File: src/rtl/wb_stage_regfile.sv
// Writeback stage: selects ALU/load/FPU result, commits it to the x or f register file,
// counts commits and flags dual-file write requests. Define WB_BYPASS_EN for write-through reads.
module wb_stage_regfile #(
    parameter int XLEN = 32,
    parameter int NREG = 32,
    parameter int AW   = 5,
    parameter int CW   = 32
) (
    input  logic            clk,
    input  logic            rst_n,
    input  logic [XLEN-1:0] alu_result_wb,
    input  logic [XLEN-1:0] mem_rdata_wb,
    input  logic [XLEN-1:0] fpu_result_wb,
    input  logic [AW-1:0]   rd_wb,
    input  logic            reg_write_wb,
    input  logic            mem_to_reg_wb,
    input  logic            fp_op_wb,
    input  logic            fp_reg_write_wb,
    input  logic [AW-1:0]   rs1_addr,
    input  logic [AW-1:0]   rs2_addr,
    input  logic [AW-1:0]   frs1_addr,
    input  logic [AW-1:0]   frs2_addr,
    output logic [XLEN-1:0] rs1_data,
    output logic [XLEN-1:0] rs2_data,
    output logic [XLEN-1:0] frs1_data,
    output logic [XLEN-1:0] frs2_data,
    output logic [XLEN-1:0] wb_data,
    output logic [CW-1:0]   wb_count,
    output logic            wb_conflict
);

    logic [XLEN-1:0] x_q  [1:NREG-1];
    logic [XLEN-1:0] x_rd [NREG];
    logic [XLEN-1:0] f_q  [NREG];
    logic [CW-1:0]   wb_count_q, wb_count_d;
    logic            wb_conflict_q, wb_conflict_d;
    logic            int_we, fp_we;

    always_comb begin
        if (mem_to_reg_wb)
            wb_data = mem_rdata_wb;
        else if (fp_reg_write_wb | fp_op_wb)
            wb_data = fpu_result_wb;
        else
            wb_data = alu_result_wb;
    end

    // FP write wins a dual-file request; x0 writes are dropped entirely
    assign fp_we  = fp_reg_write_wb;
    assign int_we = reg_write_wb & ~fp_reg_write_wb & (rd_wb != '0);

    genvar gi;
    generate
        for (gi = 0; gi < NREG; gi++) begin : g_regs
            if (gi == 0) begin : g_x0
                assign x_rd[gi] = '0;
            end else begin : g_xn
                always_ff @(posedge clk or negedge rst_n) begin
                    if (!rst_n)
                        x_q[gi] <= '0;
                    else if (int_we && rd_wb == AW'(gi))
                        x_q[gi] <= wb_data;
                end
                assign x_rd[gi] = x_q[gi];
            end

            always_ff @(posedge clk or negedge rst_n) begin
                if (!rst_n)
                    f_q[gi] <= '0;
                else if (fp_we && rd_wb == AW'(gi))
                    f_q[gi] <= wb_data;
            end
        end
    endgenerate

    assign wb_count_d    = wb_count_q + CW'(int_we | fp_we);
    assign wb_conflict_d = wb_conflict_q | (reg_write_wb & fp_reg_write_wb);

    always_ff @(posedge clk or negedge rst_n) begin
        if (!rst_n) begin
            wb_count_q    <= '0;
            wb_conflict_q <= 1'b0;
        end else begin
            wb_count_q    <= wb_count_d;
            wb_conflict_q <= wb_conflict_d;
        end
    end

    assign wb_count    = wb_count_q;
    assign wb_conflict = wb_conflict_q;

    always_comb begin
        rs1_data  = x_rd[rs1_addr];
        rs2_data  = x_rd[rs2_addr];
        frs1_data = f_q[frs1_addr];
        frs2_data = f_q[frs2_addr];
`ifdef WB_BYPASS_EN
        // int_we already excludes x0 and conflicts, so it gates the bypass too
        if (int_we && rs1_addr == rd_wb)  rs1_data  = wb_data;
        if (int_we && rs2_addr == rd_wb)  rs2_data  = wb_data;
        if (fp_we  && frs1_addr == rd_wb) frs1_data = wb_data;
        if (fp_we  && frs2_addr == rd_wb) frs2_data = wb_data;
`endif
    end

endmodule

File: config.mk
export PLATFORM = sky130hd
export DESIGN_NAME = wb_stage_regfile
export DESIGN_NICKNAME = d
export VERILOG_FILES = /design/src/rtl/wb_stage_regfile.sv
export SDC_FILE = /design/constraint.sdc
export NUM_CORES = 2
export LEC_CHECK = 0
export ABC_AREA = 0
export BUFFER_PORTS_ARGS = -buffer_cell sky130_fd_sc_hd__buf_2
export CAP_MARGIN = 5
export CORE_ASPECT_RATIO = 1.5
export CORE_MARGIN = 2
export CORE_UTILIZATION = 57
export CTS_CLUSTER_DIAMETER = 80
export DETAILED_ROUTE_END_ITERATION = 6
export PLACE_DENSITY = 0.73
export SLEW_MARGIN = 10
export SYNTH_ARGS = -nofsm -noshare
export SYNTH_HDL_FRONTEND = slang
export SYNTH_SLANG_ARGS = --single-unit
File: constraint.sdc
create_clock -name clk -period 1.8 [get_ports clk]
set_input_delay 0 -clock clk [delete_from_list [all_inputs] [get_ports clk]]
set_output_delay 0 -clock clk [all_outputs]
set_load 0.01 [all_outputs]
==> results.md <==
- Total chip power: 130,000 uW
- Setup WS post-layout: -1.04 ns
- Switching share of power: 29.0%
- DRT Wirelength: 357 mm
- Total die area: 187,000 um2
- Final Hold Slack: -0.0621 ns
- Clock skew: 0.0226 ns
- Via/cell ratio: 6.79
- Die H: 528 um
- Routed length on met3: 39.0 mm
- Clock sink count: 2,049
- Most common library cell in the layout ignoring fill and taps: nand2_1
- First drt pass iteration count: 7
- Leakage: 0.0561 uW
- Max VDD drop: 0.000888 V
- Rows: 192
- Die Wd: 354 um
- Post-DP Area: 117,000 um2
- First-pass GRT wire length: 535 mm
- DR WL/cell: 28.6 um
- Hold Path End: f_q[882]$_DFFE_PN0P_
- Startpoint types: flip-flop
- Final Hold Fails: 73
- Post-DP HPWL: 231 mm
- Critical path data arrival time: 2.84 ns
- I/O pins: 320
- Power Dens Cells: 1030 nW/um2
- Total grt overflow: 0
- Status: finished with violations
- CTS max path bufs: 4
- IO Port Bufs: 319
- Final worst path period share: 158%
- Minimum clock period: 2.84 ns
- CTS clock-pin slew for the worst setup and hold paths: 0.07 ns
- Sequential fraction of design power: 45.1%
- Initial Util: 57.3%
- Critical setup path kind: reg2out
- Worst-Skew Late Latency: 0.85 ns
- Drc violations: 0
- Layout Nets: 10,000
- R2R cell count: 6
- Vias in the first global route: 88,200
- Yosys cell types: 36
- MaxCap Viol Count: 0
- Hold crit path type: in2reg
- Metal1 wirelength: 118 mm
- Clk pwr share: 33.0%
- Syn Nets: 9,442
- Most frequent cells in the layout: 2,145 x nand2_1, 2,049 x dfrtp_1, 1,906 x o21ai_0, 1,024 x mux4_2, 552 x buf_4
- Launch point of the worst reg-to-reg path: wb_count[0]$_DFF_PN0_
- Synth Cell Area: 105,000 um2
- CTS tree: yes
- Final Max Tran Viols: 0
- Failing checks: hold timing, setup timing
- Min-Delay Path Depth: 6
- Met2 wire len: 171 mm
- Seq/Total Area, Yosys: 49.1%
- Area grow syn2layout: 21.6%
- CTS Buf Count: 194
- Crit-path max FO: 3
- Placer Congestion: 0.927
- Power Internal: 92,700 uW
- Finished Cell Area: 127,000 um2
- Switching pwr: 37,800 uW
- Core Area: 182,000 um2
- Max Freq: 352 MHz
- CTS root buf: clkbuf_16
- Initial antenna violation count: 13
- HP Start: fpu_result_wb[18]
- Logic pwr share: 22.0%
- Total number of vias: 84,800
- Pre-CTS setup slack: -0.739 ns
- Worst rel slew slack: 30.4%
- Register bit total from synthesis: 2,049
- DR top layer: met5
- RSZ-0062 raised after global routing: yes
- Critical path endpoint category: output pin
- Reg2reg end: wb_count[14]$_DFF_PN0_
- Syn Area/Cell: 11.2 um2
- Largest net degree at the start of global routing: 115
- R2r setup slk: 0.07 ns
- Final setup fails: 156
- Share of layout cells above drive strength 1: 30.0%
- Mapped Cells: 9,312
- Slew @ Worst Pin: 1.04 ns
- Iteration-0 DRC Markers: 10,100
- YS warnings: 0
- CTS HTree Levels: 4
- Critical Path RT: 1.80 ns
- GRT Resource Usage Total: 37.9%
- Routed Antenna Nets: 0
state kept, by name, summed over array words and instances, names as in the netlist:
| signal | count |
|---|---|
| f_q | 1024 |
| x_q | 992 |
| wb_conflict | 1 |
| wb_count | 32 |
routing by layer:
| layer | track usage [%] | vias to the layer above |
|---|---|---|
| met1 | 44.7 | 42500 |
| li1 | - | 34900 |
| met3 | 9.58 | 1777 |
| met5 | 0 | - |
| met4 | 25.8 | 8 |
| met2 | 61.6 | 5566 |
cell families (layout without fill, tap and decap cells):
group	Yosys count	count (layout)	synth area share, %
adder cells (fa/ha/maj)	3	3	0.0359
AO/OA/AOI/OAI	2562	2562	13.1
multiplexers	1344	1344	25.3
other	0	5	0
XOR/XNOR	30	30	0.251
AND/OR/NAND/NOR	2335	2335	8.54
flip-flops	2049	2049	49.1
buffers and inverters	989	1731	3.68
cell type report:
class | instances | area [um2]
Fill cell | 11800 | 55200
Tap cell | 2425 | 3030
Clock inverter | 79 | 945
Timing Repair Buffer | 1351 | 14900
Multi-Input combinational cell | 6274 | 51100
Clock buffer | 268 | 5610
Sequential cell | 2049 | 51300
Antenna cell | 5 | 12.5
Inverter | 33 | 124
synthesized netlist by cell type (all sizes together):
cell    instances  area share [%]
nand2b          6           0.036
dfrtp        2049              49
nor2b           8           0.048
a22oi          63            0.45
inv            33            0.12
clkbuf        803             2.9
and2            5           0.030
nand3          11           0.053
nand3b          1          0.0072
a21o            2           0.014
mux2          160             1.7
and4            3           0.025
o221ai         32            0.27
mux2i         160             1.5
a21oi          97            0.46
nor4b           1           0.014
mux4         1024              22
nor2           47            0.17
o31ai          32            0.23
a22o          128             1.1
ha              3           0.036
buf           153            0.68
o22ai          32            0.19
xnor2          23            0.19
nor3            9           0.043
nor4            2           0.018
and3b           1          0.0084
and3            6           0.036
nand2        2224             8.0
nand4          11           0.066
o21ai        2176              10
xor2            7           0.059
power by group through the flow:
stage / Combinational [uW] / Clock [uW] / Sequential, uW
after floorplan: 16500 / 0 / 57400
after global placement: 24500 / 0 / 58500
after detailed placement: 25600 / 0 / 59300
after CTS: 27600 / 43100 / 58500
after global routing: 30800 / 44900 / 59500
final: 28700 / 43000 / 58800
repair_timing:
item | 4_1_cts | 5_1_grt
hold buffers | 99 | 19
pin swaps | 113 | 63
gates resized for setup | 476 | 104
setup endpoints to repair | 132 | 650
gates cloned | 0 | 5
setup buffers | 43 | 86
endpoints found under the hold margin | 4068 | 153
critical path, stage by stage (launching register included):
cell and delay [ns]:
dfrtp_1 0.40, mux4_2 0.47, mux4_2 0.58, mux2_4 0.39, buf_6 0.15
worst max-delay path by stage:
| stage | cells after the start | slack, ns | to | startpoint |
|---|---|---|---|---|
| 2_1_floorplan | 6 | -0.01 | frs1_data[0] | frs1_addr[0] |
| 3_3_place_gp | 10 | -0.74 | rs1_data[26] | rs1_addr[0] |
| 3_5_place_dp | 10 | -0.74 | rs1_data[26] | rs1_addr[0] |
| 4_1_cts | 4 | -1.02 | frs2_data[9] | f_q[265]$_DFFE_PN0P_ |
| 5_1_grt | 4 | -1.08 | frs2_data[9] | f_q[393]$_DFFE_PN0P_ |
| 6_report | 4 | -1.04 | frs2_data[9] | f_q[265]$_DFFE_PN0P_ |
metrics by stage:
| step | cells | utilization, % | setup TNS (ns) |
|---|---|---|---|
| floorplan | 9312 | - | -0.767 |
| global placement | 11900 | 63.9 | -118.53 |
| detailed placement | 11900 | 63.9 | -145.50 |
| CTS | 12400 | 69.0 | -125.01 |
| global route | 12500 | 69.7 | -108.25 |
| finish | 12500 | 69.7 | -102.98 |
(Power assumes the default switching activity.)
